<file path="config.mk">
export PLATFORM = sky130hd
export DESIGN_NAME = spi_controller
export DESIGN_NICKNAME = d
export VERILOG_FILES = /design/src/rtl/spi_controller.sv
export SDC_FILE = /design/constraint.sdc
export NUM_CORES = 1
export LEC_CHECK = 0
export BUFFER_PORTS_ARGS = -buffer_cell sky130_fd_sc_hd__buf_2
export CORE_AREA = 2 2 44 77
export CTS_BUF_LIST = sky130_fd_sc_hd__clkbuf_4 sky130_fd_sc_hd__clkbuf_8
export CTS_CLUSTER_SIZE = 40
export DETAILED_ROUTE_END_ITERATION = 7
export DIE_AREA = 0 0 46 79
export GPL_TIMING_DRIVEN = 0
export MAX_ROUTING_LAYER = met4
export PLACE_DENSITY = 0.84
export SYNTH_ARGS = -nofsm -noshare
export SYNTH_HDL_FRONTEND = slang
export SYNTH_SLANG_ARGS = --single-unit
</file>
<file path="constraint.sdc">
create_clock -name clk -period 2.5 [get_ports clk]
set_clock_uncertainty 0.2 [all_clocks]
set_input_delay 0.375 -clock clk [delete_from_list [all_inputs] [get_ports clk]]
set_output_delay 0.375 -clock clk [all_outputs]
set_load 0.005 [all_outputs]
</file>
<file path="src/rtl/spi_controller.sv">
`timescale 1ns/1ps
`default_nettype none
// ============================================================================
// Module   : spi_controller
// Brief    : Mode-0 SPI initiator that serialises one 16-bit {rw, addr, wdata}
//            frame per request onto SCLK/COPI/nCS, MSB first.
// Revision : 1.0 - initial release
// ============================================================================
module spi_controller #(
    parameter int DIV = 4
) (
    input  logic       clk,
    input  logic       rst,
    input  logic       start,
    input  logic       rw,
    input  logic [6:0] addr,
    input  logic [7:0] wdata,
    output logic       busy,
    output logic       done,
    output logic       sclk,
    output logic       copi,
    output logic       ncs
);

    localparam int                 c_CNT_W    = $clog2(DIV + 1);
    localparam logic [c_CNT_W-1:0] c_CNT_LAST = c_CNT_W'(DIV - 1);
    localparam logic [3:0]         c_BIT_LAST = 4'd15;

    typedef enum logic [2:0] {
        ST_IDLE  = 3'd0,
        ST_SETUP = 3'd1,
        ST_HIGH  = 3'd2,
        ST_LOW   = 3'd3,
        ST_GAP   = 3'd4
    } state_t;

    state_t               r_state;
    state_t               w_state_nxt;
    logic [c_CNT_W-1:0]   r_cnt;
    logic [c_CNT_W-1:0]   w_cnt_nxt;
    logic [3:0]           r_bit;
    logic [3:0]           w_bit_nxt;
    logic [15:0]          r_shift;
    logic [15:0]          w_shift_nxt;
    logic                 r_sclk;
    logic                 w_sclk_nxt;
    logic                 r_copi;
    logic                 w_copi_nxt;
    logic                 r_ncs;
    logic                 w_ncs_nxt;
    logic                 r_busy;
    logic                 w_busy_nxt;
    logic                 r_done;
    logic                 w_done_nxt;
    logic                 w_phase_end;

    assign w_phase_end = (r_cnt == c_CNT_LAST);

    always_ff @(posedge clk or posedge rst) begin
        if (rst) begin
            r_state <= ST_IDLE;
            r_cnt   <= '0;
            r_bit   <= '0;
            r_shift <= '0;
            r_sclk  <= 1'b0;
            r_copi  <= 1'b0;
            r_ncs   <= 1'b1;
            r_busy  <= 1'b0;
            r_done  <= 1'b0;
        end else begin
            r_state <= w_state_nxt;
            r_cnt   <= w_cnt_nxt;
            r_bit   <= w_bit_nxt;
            r_shift <= w_shift_nxt;
            r_sclk  <= w_sclk_nxt;
            r_copi  <= w_copi_nxt;
            r_ncs   <= w_ncs_nxt;
            r_busy  <= w_busy_nxt;
            r_done  <= w_done_nxt;
        end
    end

    // Next-state and next-output values; every pin is registered so the
    // outputs carry no combinational path from the request port.
    always_comb begin
        w_state_nxt = r_state;
        w_cnt_nxt   = r_cnt;
        w_bit_nxt   = r_bit;
        w_shift_nxt = r_shift;
        w_sclk_nxt  = 1'b0;
        w_copi_nxt  = r_copi;
        w_ncs_nxt   = 1'b0;
        w_busy_nxt  = 1'b1;
        w_done_nxt  = 1'b0;

        case (r_state)
            ST_IDLE: begin
                w_ncs_nxt  = 1'b1;
                w_busy_nxt = 1'b0;
                w_copi_nxt = 1'b0;
                if (start) begin
                    w_state_nxt = ST_SETUP;
                    w_shift_nxt = {rw, addr, wdata};
                    w_cnt_nxt   = '0;
                    w_bit_nxt   = '0;
                    w_ncs_nxt   = 1'b0;
                    w_busy_nxt  = 1'b1;
                    w_copi_nxt  = rw;
                end
            end

            ST_SETUP: begin
                if (w_phase_end) begin
                    w_state_nxt = ST_HIGH;
                    w_cnt_nxt   = '0;
                    w_sclk_nxt  = 1'b1;
                end else begin
                    w_cnt_nxt = r_cnt + 1'b1;
                end
            end

            ST_HIGH: begin
                w_sclk_nxt = 1'b1;
                if (w_phase_end) begin
                    w_state_nxt = ST_LOW;
                    w_cnt_nxt   = '0;
                    w_sclk_nxt  = 1'b0;
                    // Present the next bit on the falling edge; the last bit is held.
                    if (r_bit != c_BIT_LAST) begin
                        w_shift_nxt = {r_shift[14:0], 1'b0};
                        w_copi_nxt  = r_shift[14];
                    end
                end else begin
                    w_cnt_nxt = r_cnt + 1'b1;
                end
            end

            ST_LOW: begin
                if (w_phase_end) begin
                    w_cnt_nxt = '0;
                    if (r_bit == c_BIT_LAST) begin
                        w_state_nxt = ST_GAP;
                        w_ncs_nxt   = 1'b1;
                        w_copi_nxt  = 1'b0;
                    end else begin
                        w_state_nxt = ST_HIGH;
                        w_bit_nxt   = r_bit + 1'b1;
                        w_sclk_nxt  = 1'b1;
                    end
                end else begin
                    w_cnt_nxt = r_cnt + 1'b1;
                end
            end

            ST_GAP: begin
                w_ncs_nxt  = 1'b1;
                w_copi_nxt = 1'b0;
                if (w_phase_end) begin
                    w_state_nxt = ST_IDLE;
                    w_cnt_nxt   = '0;
                    w_busy_nxt  = 1'b0;
                    w_done_nxt  = 1'b1;
                end else begin
                    w_cnt_nxt = r_cnt + 1'b1;
                end
            end

            default: begin
                w_state_nxt = ST_IDLE;
                w_cnt_nxt   = '0;
                w_ncs_nxt   = 1'b1;
                w_busy_nxt  = 1'b0;
                w_copi_nxt  = 1'b0;
            end
        endcase
    end

    assign busy = r_busy;
    assign done = r_done;
    assign sclk = r_sclk;
    assign copi = r_copi;
    assign ncs  = r_ncs;

endmodule
`default_nettype wire

</file>
==> flow_summary_export.csv, run 1 <==
group,metric,value,unit
global_route,grtUsageTotal,22.9,%
layout,drive_gt1_share,29.3,%
layout,final_cells,213,
status,outcome,"completed",
logic_synthesis,synthFlopType,"dfrtp_1",
clock_tree,hold_buffers,0,
timing,drv_slew,0,
routing,first_pass_iters,4,
global_route,top_usage_layer,"met2",
setup_path,required,2.45,ns
logic_synthesis,synth_area_leaders,"dfrtp_1 (46%), mux2i_1 (10%), a21oi_1 (6.6%)",
setup_path,r2r-start,"r_cnt[0]",
routing,drt_wl_total,3.40,mm
layout,area_growth,15.0,%
timing,max_freq,507,MHz
setup_path,crit_type,"reg -> reg",
routing,dr_total_vias,1265,
layout,seq_area,752,sq um
hold_path,hold_path.class,"in -> reg",
logic_synthesis,syn_area,1580,sq um
setup_path,arrival,1.92,ns
global_route,use_met1,25.8,%
power,power.density,1240,nW/um^2
logic_synthesis,synth.avg_cell_area,10.3,sq um
layout,multi_input_area,731,sq um
setup_path,cp-end-kind,"flip-flop",
floorplan,die_area,3630,sq um
power,peakVddDrop,0.000694,V
routing,routedWlPerCell,15.9,um
place,gp_congestion,0.882,
timing,finalCritPeriodShare,78.9,%
logic_synthesis,yosys-top-cells-count,"dfrtp_1 (29), a21oi_1 (21), mux2i_1 (16), a21oi_2 (9), nor2_1 (7)",
place,place_hpwl,2.50,mm
layout,n_fill_cell,266,
flow_run,max_cap_violations,0,
clock_tree,postCtsSetupRepairBufs,0,
logic_synthesis,synth_top_cell_by_area,"dfrtp_1",
layout,nNetsFinal,204,
logic_synthesis,synth-warning-count,0,
clock_tree,max-clock-path-buffers,2,
layout,final_core_util,59.9,%
routing,drtIter0Drc,39,
global_route,overflow,0,
routing,drc,0,
timing,hold_viol,0,
place,portBuffers,23,
setup_path,crit_chain,"ha_1, or2b_1, clkbuf_1, o311ai_0, o21ai_0",
setup_path,cp-startpoint,"r_cnt[0]",
clock_tree,clk_pin_slew,0.07,ns
setup_path,start_kind,"flip-flop",
setup_path,cp_max_fo,9,
logic_synthesis,async_flop_share,100,%
logic_synthesis,yosysSeqAreaShare,47.5,%
logic_synthesis,syn_inst,153,
timing,rsz0062_at_grt,"no",
place,pre_cts_ws,0.521,ns
setup_path,slowest_delay,0.42,ns
clock_tree,cts_tree,"done",
global_route,use_met2,37.5,%
logic_synthesis,synth_seq_cells,30,
logic_synthesis,synth_edf_count,0,
clock_tree,clkLatencyLatePin,0.29,ns
clock_tree,clockRootBuffer,"clkbuf_8",
global_route,grt_antenna_before_repair,0,
power,p_leak,0.870,nW
clock_tree,numClockSinks,30,
global_route,grt_pass1_vias,1273,
floorplan,die_y,79,um
global_route,grt_max_degree,31,
floorplan,core_area,3040,sq um
clock_tree,cts_max_level,2,
timing,setup_ws,0.527,ns
timing,fin_crit,1.97,ns
global_route,met3_usage,5.45,%
place,place_inst,205,
logic_synthesis,synth.most_common_cell,"dfrtp_1",
logic_synthesis,synth_top_cell_area_share,45.8,%
power,finalPower,2.25,mW
floorplan,placementRows,27,
routing,vias_per_cell,5.94,
clock_tree,cts_buffers,5,
floorplan,io_pins,24,
floorplan,start_util,52.1,%
floorplan,die_w,46,um
global_route,grt_pass1_wl,5.83,mm
timing,setup_viol,0,
logic_synthesis,syn_nets,174,
logic_synthesis,yosysUniqueCellTypes,40,
timing,tns,0,ns
timing,worstMarginPinSlew,1.12,ns
setup_path,cp_slowest_cell,"o311ai_0",
clock_tree,cts.repair.resized,0,
layout,diodes,0,
hold_path,hp-start,"wdata[0]",
timing,relSlewSlack,25.2,%
routing,ant_nets,0,
-- layout make-up --
cell class / instances / share of cell area (%)
flip-flops and latches: 30 / 41.3
inverters: 6 / 1.24
well taps: 29 / 1.99
clock inverters: 2 / 0.550
plain buffers: 12 / 4.26
clock buffers: 6 / 4.19
repair buffers: 23 / 6.32
multi-input cells: 105 / 40.1
-- cells by family after synthesis --
logic type / Yosys count / synth area share, %
xor+xnor: 1 / 0.553
simple gates: 39 / 13.9
buf+inv: 18 / 6.32
flops: 30 / 47.5
fa+ha+maj: 2 / 1.58
mux: 16 / 10.1
compound gates: 47 / 20.0
-- metal layers --
| metal | vias up | part of all wire (%) | routed length (um) |
|---|---|---|---|
| li1 | 602 | - | - |
| met1 | 632 | 38 | 1280 |
| met2 | 25 | 57 | 1950 |
| met3 | 6 | 2.9 | 99 |
| met4 | 0 | 1.9 | 65 |
| met5 | - | 0 | 0 |
-- sequential cells by signal, summed over array words and instances (netlist names) --
register and flops:
busy 1, copi 1, done 1, ncs 1, r_bit 4, r_cnt 3, r_shift 15, r_state 3
sclk 1
-- final timing paths --
| check | slack, ns | depth (start not counted) | to |
|---|---|---|---|
| max reg2reg | 0.53 | 5 | r_bit[2] |
| min | 0.12 | 3 | r_shift[0] |
| min in group asynchronous | 0.16 | 2 | r_shift[1] |
| min reg2reg | 0.31 | 1 | r_cnt[0] |
| max in group asynchronous | 1.25 | 2 | r_shift[5] |
| max | 0.53 | 5 | r_bit[2] |
-- placed cells by master (no fill, tap or decap), types with 3 or more instances in the layout --
| cell | instances |
|---|---|
| and3_1 | 3 |
| nor2_1 | 7 |
| nor3_1 | 4 |
| mux2i_1 | 16 |
| nand3_1 | 3 |
| buf_2 | 27 |
| clkbuf_1 | 5 |
| o21ai_0 | 6 |
| inv_1 | 6 |
| a21oi_1 | 21 |
| a21oi_2 | 9 |
| dfrtp_1 | 29 |
| clkbuf_8 | 5 |
| nand2_1 | 6 |
-- power breakdown --
group	total (mW)	switching (mW)	internal (mW)	leakage, nW
clock	0.391	0.188	0.203	0.0484
combinational	1.06	0.613	0.452	0.482
sequential	0.798	0.114	0.684	0.340
-- per-stage QoR --
step | hold WS [ns] | instance area [sq um]
5_1_grt | 0.130 | 1820
4_1_cts | 0.117 | 1820
2_1_floorplan | 0.257 | 1580
6_report | 0.123 | 1820
3_3_place_gp | 0.273 | 1730
3_5_place_dp | 0.295 | 1730
-- worst max-delay path, delay by kind of cell, from the launching register on --
family / cells / cell delay (ns)
flops: 1 / 0.38
buf+inv: 1 / 0.21
compound gates: 2 / 0.58
simple gates: 1 / 0.23
fa+ha+maj: 1 / 0.23
Power figures use the tool's default switching activity.
==> inputs of run 2 (changes only) <==
Clock period 2.5 ns to 1.97 ns, I/O delays scaled along.
==> flow_summary_export.csv, run 2 (synthesized netlist as in run 1, its figures left out) <==
group,metric,value,unit
status,outcome,"completed",
routing,first_pass_iters,4,
place,portBuffers,23,
setup_path,arrival,1.89,ns
timing,worstMarginPinSlew,1.12,ns
timing,finalCritPeriodShare,95.1,%
global_route,grt_antenna_before_repair,0,
floorplan,io_pins,24,
routing,drc,0,
power,p_seq_share,35.2,%
floorplan,die_w,46,um
clock_tree,numClockSinks,30,
clock_tree,clkLatencyLatePin,0.29,ns
floorplan,core_area,3040,sq um
global_route,grt_pass1_wl,5.83,mm
clock_tree,clockRootBuffer,"clkbuf_8",
clock_tree,hold_buffers,0,
power,finalPower,2.89,mW
power,p_leak,0.872,nW
power,combPwrFrac,47.6,%
floorplan,die_y,79,um
floorplan,die_area,3630,sq um
timing,setup_viol,0,
power,power.density,1580,nW/um^2
timing,max_freq,534,MHz
global_route,grt_max_degree,31,
floorplan,placementRows,27,
power,switching_power,1.17,mW
global_route,overflow,0,
setup_path,start_kind,"flip-flop",
layout,final_common_cell,"dfrtp_1",
timing,drv_slew,0,
timing,rsz0062_at_grt,"no",
layout,n_fill_cell,265,
setup_path,required,1.99,ns
power,peakVddDrop,0.000885,V
routing,drt_wl_total,3.41,mm
global_route,grt_pass1_vias,1273,
routing,dr_total_vias,1257,
place,gp_congestion,0.882,
clock_tree,cts_tree,"done",
clock_tree,cts_buffers,5,
place,place_hpwl,2.50,mm
hold_path,hold_path.class,"in -> reg",
routing,drtIter0Drc,58,
power,internal-power,1.71,mW
routing,ant_nets,0,
floorplan,start_util,52.1,%
layout,drive_gt1_share,30.6,%
timing,hold_viol,0,
layout,diodes,0,
layout,nNetsFinal,203,
layout,top_regs,"r_shift (15), r_bit (4)",
clock_tree,max-clock-path-buffers,2,
place,pre_cts_ws,-0.00871,ns
layout,max_flop_register,"r_shift",
clock_tree,cts_max_level,2,
layout,largest_reg_flops,15,
timing,fin_crit,1.87,ns
setup_path,crit_type,"reg -> reg",
layout,final_core_util,60.2,%
power,clkPwrFrac,17.2,%
layout,area_growth,15.7,%
global_route,grtUsageTotal,22.9,%
power,p_sw_share,40.6,%
clock_tree,clk_pin_slew,0.07,ns
timing,relSlewSlack,25.2,%
setup_path,cp_max_fo,10,
timing,setup_ws,0.0963,ns
layout,most-common-layout-cells,"dfrtp_1 (29), buf_2 (27), a21oi_1 (21)",
routing,routedWlPerCell,16.1,um
clock_tree,postCtsSetupRepairBufs,0,
routing,vias_per_cell,5.93,
flow_run,max_cap_violations,0,
setup_path,cp-end-kind,"flip-flop",
-- run 2: cell types whose count changed in the layout (fill, tap and decap cells not counted), sizes merged --
cell    before  now
buf         30   31
clkbuf      11    9
-- run 2: area by class of cell --
type                    count  area, sq um  share of cell area (%)
well taps                  29         36.3                    1.98
clock inverters             2         10.0                   0.546
clock buffers               6         76.3                    4.17
inverters                   6         22.5                    1.23
plain buffers              11         73.8                    4.03
flip-flops and latches     30          752                    41.1
multi-input cells         105          746                    40.7
repair buffers             23          115                    6.28
-- run 2: timing repair --
action,in CTS,in global routing
setup endpoints to repair,1,15
resized for setup,1,4
gates cloned,0,0
-- run 2: power groups by stage --
| stage | clock network (mW) | registers (mW) | logic [mW] |
|---|---|---|---|
| global route | 0.535 | 1.04 | 1.54 |
| global placement | 0 | 0.995 | 1.27 |
| finish | 0.497 | 1.02 | 1.37 |
| CTS | 0.504 | 1.01 | 1.36 |
| floorplan | 0 | 0.979 | 1.08 |
| detailed placement | 0 | 1.02 | 1.35 |
-- run 2: worst max-delay path, stage by stage, from the launching register on --
cell,delay (ns)
dfrtp_1,0.41
ha_2,0.22
nor2b_4,0.15
a31o_4,0.27
and2_4,0.16
buf_6,0.13
buf_12,0.14
a21oi_2,0.12
-- run 2: layer usage --
layer  routed length [um]  track usage [%]  vias up
met3                  103             5.45        6
li1                     -                -      601
met4                   66             9.14        0
met1                 1300             25.8      627
met5                    0                -        -
met2                 1930             37.5       23
-- run 2: worst paths after layout --
check | start | depth (start not counted) | to | slack (ns)
setup reg to reg | r_cnt[0] | 7 | r_shift[10] | 0.1
hold / removal | wdata[0] | 3 | r_shift[0] | 0.05
hold reg to reg | r_cnt[0] | 1 | r_cnt[0] | 0.31
max in group asynchronous | rst | 2 | r_shift[5] | 0.80
setup / recovery | r_cnt[0] | 7 | r_shift[10] | 0.1
min in group asynchronous | rst | 2 | r_bit[3] | 0.08
-- run 2: through the flow --
stage	area (sq um)	instances	hold WS, ns	setup TNS (ns)
CTS	1820	213	0.0371	0
finish	1830	212	0.0456	0
global placement	1730	205	0.273	0
global route	1830	212	0.0504	0
detailed placement	1730	205	0.295	-0.00871
floorplan	1580	153	0.186	0
